===== src/rtl/pipeline_stall_if.sv =====
// Hazard requests into the stall controller and the pipeline-register
// control it produces.
interface pipeline_stall_if #(
  parameter int unsigned CNT_W = 32
);
  logic             load_use_hazard;
  logic             branch_taken_EX;
  logic             mem_req_EXMEM;
  logic             mem_ready;
  logic             PC_write;
  logic             IFID_write;
  logic             IDEX_write;
  logic             EXMEM_write;
  logic             IFID_flush;
  logic             IDEX_flush;
  logic             MEMWB_bubble;
  logic             halted;
  logic [CNT_W-1:0] stall_cycles;
  logic [CNT_W-1:0] flush_count;

  modport master (
    output load_use_hazard, branch_taken_EX, mem_req_EXMEM, mem_ready,
    input  PC_write, IFID_write, IDEX_write, EXMEM_write,
    input  IFID_flush, IDEX_flush, MEMWB_bubble, halted,
    input  stall_cycles, flush_count
  );

  modport slave (
    input  load_use_hazard, branch_taken_EX, mem_req_EXMEM, mem_ready,
    output PC_write, IFID_write, IDEX_write, EXMEM_write,
    output IFID_flush, IDEX_flush, MEMWB_bubble, halted,
    output stall_cycles, flush_count
  );
endinterface


===== src/rtl/pipeline_stall_controller.sv =====
// Prioritised stall/flush/freeze sequencer for the 5-stage pipeline with
// post-reset drain, memory-wait watchdog and saturating perf counters.
module pipeline_stall_controller #(
  parameter int unsigned INIT_CYCLES = 2,
  parameter int unsigned MEM_TIMEOUT = 16,
  parameter int unsigned CNT_W       = 32
) (
  input  logic             clk,
  input  logic             reset,
  pipeline_stall_if.slave  bus
);
  localparam int unsigned INIT_W = (INIT_CYCLES < 2) ? 1 : $clog2(INIT_CYCLES);
  localparam int unsigned WAIT_W = $clog2(MEM_TIMEOUT + 1);

  typedef enum logic [1:0] {
    S_INIT     = 2'd0,
    S_RUN      = 2'd1,
    S_MEM_WAIT = 2'd2,
    S_HALT     = 2'd3
  } state_t;

  state_t              r_state;
  state_t              w_state_nxt;
  logic [INIT_W-1:0]   r_init_cnt;
  logic [INIT_W-1:0]   w_init_nxt;
  logic [WAIT_W-1:0]   r_wait_cnt;
  logic [WAIT_W-1:0]   w_wait_nxt;
  logic [CNT_W-1:0]    r_stall_cycles;
  logic [CNT_W-1:0]    r_flush_count;

  logic w_hold;
  logic w_flow;
  logic w_stall_inc;
  logic w_flush_inc;
  logic w_pc_write;
  logic w_ifid_write;
  logic w_idex_write;
  logic w_exmem_write;
  logic w_ifid_flush;
  logic w_idex_flush;
  logic w_memwb_bubble;
  logic w_halted;

  assign w_hold = bus.mem_req_EXMEM & ~bus.mem_ready;

  // State, drain/wait counters and saturating perf counters
  always_ff @(posedge clk) begin
    if (reset) begin
      r_state        <= S_INIT;
      r_init_cnt     <= '0;
      r_wait_cnt     <= '0;
      r_stall_cycles <= '0;
      r_flush_count  <= '0;
    end else begin
      r_state    <= w_state_nxt;
      r_init_cnt <= w_init_nxt;
      r_wait_cnt <= w_wait_nxt;
      if (w_stall_inc && (r_stall_cycles != {CNT_W{1'b1}}))
        r_stall_cycles <= r_stall_cycles + CNT_W'(1);
      if (w_flush_inc && (r_flush_count != {CNT_W{1'b1}}))
        r_flush_count <= r_flush_count + CNT_W'(1);
    end
  end

  // Next state and control decode; w_flow selects the normal RUN priorities
  always_comb begin
    w_state_nxt    = r_state;
    w_init_nxt     = r_init_cnt;
    w_wait_nxt     = r_wait_cnt;
    w_flow         = 1'b0;
    w_stall_inc    = 1'b0;
    w_flush_inc    = 1'b0;
    w_pc_write     = 1'b0;
    w_ifid_write   = 1'b0;
    w_idex_write   = 1'b0;
    w_exmem_write  = 1'b0;
    w_ifid_flush   = 1'b0;
    w_idex_flush   = 1'b0;
    w_memwb_bubble = 1'b0;
    w_halted       = 1'b0;

    unique case (r_state)
      S_INIT: begin
        w_ifid_flush   = 1'b1;
        w_idex_flush   = 1'b1;
        w_memwb_bubble = 1'b1;
        if (r_init_cnt == INIT_W'(INIT_CYCLES - 1)) w_state_nxt = S_RUN;
        else                                         w_init_nxt  = r_init_cnt + INIT_W'(1);
      end
      S_RUN: begin
        if (w_hold) begin
          w_memwb_bubble = 1'b1;
          w_stall_inc    = 1'b1;
          w_wait_nxt     = WAIT_W'(1);
          w_state_nxt    = S_MEM_WAIT;
        end else begin
          w_flow = 1'b1;
        end
      end
      S_MEM_WAIT: begin
        if (w_hold) begin
          w_memwb_bubble = 1'b1;
          w_stall_inc    = 1'b1;
          if (r_wait_cnt == WAIT_W'(MEM_TIMEOUT - 1)) w_state_nxt = S_HALT;
          else                                         w_wait_nxt  = r_wait_cnt + WAIT_W'(1);
        end else begin
          w_flow      = 1'b1;
          w_state_nxt = S_RUN;
        end
      end
      S_HALT: begin
        w_memwb_bubble = 1'b1;
        w_halted       = 1'b1;
      end
      default: w_state_nxt = S_INIT;
    endcase

    if (w_flow) begin
      w_pc_write    = 1'b1;
      w_ifid_write  = 1'b1;
      w_idex_write  = 1'b1;
      w_exmem_write = 1'b1;
      if (bus.branch_taken_EX) begin
        w_ifid_flush = 1'b1;
        w_idex_flush = 1'b1;
        w_flush_inc  = 1'b1;
      end else if (bus.load_use_hazard) begin
        w_pc_write   = 1'b0;
        w_ifid_write = 1'b0;
        w_idex_flush = 1'b1;
        w_stall_inc  = 1'b1;
      end
    end

    // Reset held high looks like INIT to the pipeline
    if (reset) begin
      w_pc_write     = 1'b0;
      w_ifid_write   = 1'b0;
      w_idex_write   = 1'b0;
      w_exmem_write  = 1'b0;
      w_ifid_flush   = 1'b1;
      w_idex_flush   = 1'b1;
      w_memwb_bubble = 1'b1;
      w_halted       = 1'b0;
    end
  end

  assign bus.PC_write     = w_pc_write;
  assign bus.IFID_write   = w_ifid_write;
  assign bus.IDEX_write   = w_idex_write;
  assign bus.EXMEM_write  = w_exmem_write;
  assign bus.IFID_flush   = w_ifid_flush;
  assign bus.IDEX_flush   = w_idex_flush;
  assign bus.MEMWB_bubble = w_memwb_bubble;
  assign bus.halted       = w_halted;
  assign bus.stall_cycles = r_stall_cycles;
  assign bus.flush_count  = r_flush_count;

endmodule

===== src/flat_wrapper.sv =====
// flat-port wrapper written by rule: the top's interface ports become plain ports
module pipeline_stall_controller_flat 
#(
  parameter int unsigned INIT_CYCLES = 2,
  parameter int unsigned MEM_TIMEOUT = 16,
  parameter int unsigned CNT_W       = 32
)
  (clk, reset, bus_load_use_hazard, bus_branch_taken_EX, bus_mem_req_EXMEM, bus_mem_ready, bus_PC_write, bus_IFID_write, bus_IDEX_write, bus_EXMEM_write, bus_IFID_flush, bus_IDEX_flush, bus_MEMWB_bubble, bus_halted, bus_stall_cycles, bus_flush_count);
  pipeline_stall_if #(.CNT_W(CNT_W)) bus_i ();
  input  logic clk;
  input  logic reset;
  input wire logic [$bits(bus_i.load_use_hazard)-1:0] bus_load_use_hazard;
  input wire logic [$bits(bus_i.branch_taken_EX)-1:0] bus_branch_taken_EX;
  input wire logic [$bits(bus_i.mem_req_EXMEM)-1:0] bus_mem_req_EXMEM;
  input wire logic [$bits(bus_i.mem_ready)-1:0] bus_mem_ready;
  output wire logic [$bits(bus_i.PC_write)-1:0] bus_PC_write;
  output wire logic [$bits(bus_i.IFID_write)-1:0] bus_IFID_write;
  output wire logic [$bits(bus_i.IDEX_write)-1:0] bus_IDEX_write;
  output wire logic [$bits(bus_i.EXMEM_write)-1:0] bus_EXMEM_write;
  output wire logic [$bits(bus_i.IFID_flush)-1:0] bus_IFID_flush;
  output wire logic [$bits(bus_i.IDEX_flush)-1:0] bus_IDEX_flush;
  output wire logic [$bits(bus_i.MEMWB_bubble)-1:0] bus_MEMWB_bubble;
  output wire logic [$bits(bus_i.halted)-1:0] bus_halted;
  output wire logic [$bits(bus_i.stall_cycles)-1:0] bus_stall_cycles;
  output wire logic [$bits(bus_i.flush_count)-1:0] bus_flush_count;
  assign bus_i.load_use_hazard = bus_load_use_hazard;
  assign bus_i.branch_taken_EX = bus_branch_taken_EX;
  assign bus_i.mem_req_EXMEM = bus_mem_req_EXMEM;
  assign bus_i.mem_ready = bus_mem_ready;
  assign bus_PC_write = bus_i.PC_write;
  assign bus_IFID_write = bus_i.IFID_write;
  assign bus_IDEX_write = bus_i.IDEX_write;
  assign bus_EXMEM_write = bus_i.EXMEM_write;
  assign bus_IFID_flush = bus_i.IFID_flush;
  assign bus_IDEX_flush = bus_i.IDEX_flush;
  assign bus_MEMWB_bubble = bus_i.MEMWB_bubble;
  assign bus_halted = bus_i.halted;
  assign bus_stall_cycles = bus_i.stall_cycles;
  assign bus_flush_count = bus_i.flush_count;
  pipeline_stall_controller #(.INIT_CYCLES(INIT_CYCLES), .MEM_TIMEOUT(MEM_TIMEOUT), .CNT_W(CNT_W)) u_core (.clk(clk), .reset(reset), .bus(bus_i));
endmodule

===== config.mk =====
export PLATFORM = sky130hd
export DESIGN_NAME = pipeline_stall_controller_flat
export DESIGN_NICKNAME = d
export VERILOG_FILES = /design/src/rtl/pipeline_stall_if.sv /design/src/rtl/pipeline_stall_controller.sv /design/src/flat_wrapper.sv
export SDC_FILE = /design/constraint.sdc
export NUM_CORES = 1
export LEC_CHECK = 0
export ABC_CLOCK_PERIOD_IN_PS = 2900
export CAP_MARGIN = 20
export CORE_MARGIN = 1.5
export CORE_UTILIZATION = 45
export DETAILED_ROUTE_END_ITERATION = 6
export GPL_TIMING_DRIVEN = 0
export HOLD_SLACK_MARGIN = 0.03
export PLACE_DENSITY_LB_ADDON = 0.05
export SYNTH_ARGS = -nofsm -noshare
export SYNTH_HDL_FRONTEND = slang
export SYNTH_SLANG_ARGS = --single-unit

===== constraint.sdc =====
create_clock -name clk -period 2.9 [get_ports clk]
set_clock_uncertainty 0.1 [all_clocks]
set_input_delay 0.435 -clock clk [delete_from_list [all_inputs] [get_ports clk]]
set_output_delay 0.435 -clock clk [all_outputs]
set_load 0.1 [all_outputs]

==> flow_metrics.env <==
export IMPL_period_share=0.980
export IMPL_crit_cells=6
export IMPL_wire_per_inst_um=15.0
export IMPL_power_frac_comb=0.208
export IMPL_pwr_share_clk=0.420
export IMPL_synth_cell_types=63
export IMPL_synth_top_cell_area_share=0.368
export IMPL_die_h_um=96.3
export IMPL_synthFlopType="dfxtp_1"
export IMPL_slew_violations=0
export IMPL_p_int_uw=1980
export IMPL_die_w_um=96.3
export IMPL_layout_drive_gt1_share=0.131
export IMPL_syn_mean_instance_area_um2=8.41
export IMPL_grt_start_max_net_pins=13
export IMPL_relSlewSlack=0.325
export IMPL_maxCapViolations=0
export IMPL_crit_fanout=9
export IMPL_cellLeakagePower_uw=0.00171
export IMPL_grt_pass1_vias=3479
export IMPL_crit_path_cell_trace="clkdlybuf4s50_1, nand2b_1, clkbuf_2, nand2_4, nor2_4, clkdlybuf4s15_1"
export IMPL_rr_worst_depth=8
export IMPL_numCtsBuffers=9
export IMPL_slowest_delay_ns=0.85
export IMPL_fillCellCount=732
export IMPL_syn_cell_area_um2=3920
export IMPL_ys_warn_count=0
export IMPL_nets=570
export IMPL_clock_root_buffer="clkbuf_8"
export IMPL_routed_via_density=5.88
export IMPL_worstPathArrival_ns=2.31
export IMPL_cp_num_buf_inv=3
export IMPL_cts_max_level=3
export IMPL_r2r_start="u_core.r_wait_cnt[0]"
export IMPL_timing_rr_end="u_core.r_state[0]"
export IMPL_ir_drop_v=0.000297
export IMPL_n_antenna_cell=0
export IMPL_grt_antenna_before_repair=0
export IMPL_ys_top_cells_by_area="dfxtp_1 (37%), a21oi_1 (4.6%), or3_1 (3.7%)"
export IMPL_overflow=0
export IMPL_synth_compound_area_frac=0.187
export IMPL_synth_edf_count=0
export IMPL_numPortBuffers=77
export IMPL_cpLargestDelayFamily="buffers and inverters"
export IMPL_drc_errors=0
export IMPL_fin_tns_setup_ns=0
export IMPL_synth_seq_cells=72
export IMPL_hold_path_class="reg2reg"
export IMPL_max_freq_mhz=352
export IMPL_dr_pass1_iters=5
export IMPL_timing_final_hold_violations=0
export IMPL_multiInputGateArea_um2=2360
export IMPL_netlist_instances=466
export IMPL_cts_tree="done"
export IMPL_final_common_cell="dfxtp_1"
export IMPL_r2r_setup_slack_ns=0.34
export IMPL_critical_path_slowest_cell="clkdlybuf4s15_1"
export IMPL_synth_top_family_by_area="simple AND/OR/NAND/NOR gates"
export IMPL_vias=3901
export IMPL_syn2layout_area_growth_pct=32.7
export IMPL_clock_sinks=72
export IMPL_finalPower_uw=2800
export IMPL_hold_path_end="u_core.r_init_cnt"
export IMPL_synth_fp_nets=482
export IMPL_initial_core_util=0.470
export IMPL_setup_viol=0
export IMPL_grt_pass1_wl_mm=16.4
export IMPL_synthAdderAreaFrac=0.0319
export IMPL_p_sw_uw=820
export IMPL_path_clk_slew_ns=0.07
export IMPL_regArea_um2=1450
export IMPL_cts_buffer_depth=2
export IMPL_gp_congestion=0.805
export IMPL_pwr_share_seq=0.372
export IMPL_start_kind="input pin"
export IMPL_yosysTopAreaCell="dfxtp_1"
export IMPL_status="finished, final reports clean"
export IMPL_layout_common_cells="dfxtp_1 (70), clkdlybuf4s50_1 (69), a21oi_1 (36), nor2_1 (33), nand2_1 (29)"
export IMPL_drtIter0Drc=118
export IMPL_period_needed_ns=2.84
export IMPL_async_flop_share=0
export IMPL_critical_path_class="in2out"
export IMPL_yosys_area_share_simple=0.319
export IMPL_std_cell_rows=33
export IMPL_synthMuxAreaShare=0.0281
export IMPL_clk_latency_ns=0.35
export IMPL_wl_mm=9.93
export IMPL_power_density_nw_per_um2=538
export IMPL_ios=78
export IMPL_postCtsSetupBuffers=0
export IMPL_critPathCaptureType="output port"
export IMPL_hpwl_mm=7.20
export IMPL_dieArea_um2=9270
export IMPL_track_usage=0.227
export IMPL_critical_path_required_ns=2.37
export IMPL_core_area_um2=8340
export IMPL_rsz0062_at_grt="yes"
export IMPL_worst_pin_slew_ns=1.01
export IMPL_synthXorXnorAreaFrac=0.0268
export IMPL_min_from="u_core.r_init_cnt"
export IMPL_hold_depth=2
export IMPL_switching_share=0.293
export IMPL_ant_nets=0
export IMPL_seq_area_frac_synth=0.368
## metal layers
layer / vias up / track usage / share of wire
li1: 1937 / - / -
met1: 1855 / 0.287 / 0.45
met2: 98 / 0.386 / 0.49
met3: 11 / 0.0379 / 0.042
met4: 0 / 0.0821 / 0.013
met5: - / 0 / 0
## final cells by class
type,count,share of cell area
clock buffer,11,0.0291
sequential,72,0.278
multi-input combinational,359,0.455
tap,105,0.0253
inverter,12,0.00938
buffer,23,0.0248
timing repair buffer,77,0.150
clock inverter,5,0.0289
## cell usage after synthesis, types with 2 or more instances
library cell and instances:
a2111oi_0 2, a211oi_1 2, a21o_1 3, a21oi_1 36, a22oi_1 4, a311oi_1 2, a31o_2 3, a31oi_1 2
and3_1 6, and4_1 11, buf_2 7, buf_4 3, clkbuf_1 12, dfxtp_1 72, ha_1 10, inv_1 12
mux2_2 7, mux2i_1 2, nand2_1 30, nand2b_1 4, nand3_1 26, nand4_1 16, nor2_1 36, nor2b_1 17
nor3_1 7, nor3b_1 5, nor4_1 2, o2111ai_1 2, o21a_1 2, o21ai_0 28, o31ai_1 14, or2_2 2
or3_1 23, or4_1 17, xnor2_1 10, xor2_1 2
## cell families (layout without fill, tap and decap cells)
kind of cell / count (synthesis) / after routing
buf+inv: 35 / 128
xor+xnor: 12 / 12
flops: 72 / 72
fa+ha+maj: 10 / 10
mux: 10 / 10
simple gates: 215 / 215
compound gates: 112 / 112
## registers in the layout, indices dropped and copies added (netlist names)
register / cells
u_core.bus.stall_cycles: 32
u_core.r_wait_cnt: 5
u_core.bus.flush_count: 32
u_core.r_init_cnt: 1
u_core.r_state: 2
## worst register-to-register path, cell delays in order, from the launching register on
cell       delay, ns
dfxtp_1         0.38
ha_1            0.18
and3_1          0.16
ha_1            0.13
clkbuf_1        0.26
nor3b_1         0.09
a2111oi_0       0.83
nor2_1          0.08
a211oi_1        0.25
## power groups by stage
stage                     registers (µW)  clock network (µW)  logic (µW)
after floorplan                     1120                   0         397
final                               1040                1170         581
after CTS                           1040                1200         574
after global routing                1050                1240         618
after detailed placement            1060                   0         582
after global placement              1060                   0         577
## how the worst max path moves through the flow
stage / from / end / slack, ns
floorplan: u_core.r_state[1] / bus_PC_write / -0.65
global placement: reset / bus_halted / -0.84
detailed placement: reset / bus_halted / -0.85
CTS: bus_mem_ready / bus_PC_write / 0.005
global route: bus_mem_ready / bus_EXMEM_write / -0.04
finish: bus_mem_ready / bus_EXMEM_write / 0.06
## repair_timing
action                     CTS  global route
pin swaps                    0             0
hold buffers                 0             0
resized for setup           29             8
setup endpoints to repair    8             6
## per-stage QoR
step / instances / util / setup slack (ns) / hold slack, ns / area (µm²)
2_1_floorplan: 466 / - / -0.649 / 0.339 / 3980
3_3_place_gp: 648 / 0.586 / -0.836 / 0.351 / 4880
3_5_place_dp: 648 / 0.586 / -0.848 / 0.378 / 4880
4_1_cts: 664 / 0.622 / 0.00511 / 0.394 / 5190
5_1_grt: 664 / 0.623 / -0.0387 / 0.434 / 5200
6_report: 664 / 0.623 / 0.0580 / 0.398 / 5200
No activity file was read; power rests on OpenSTA's default activity.
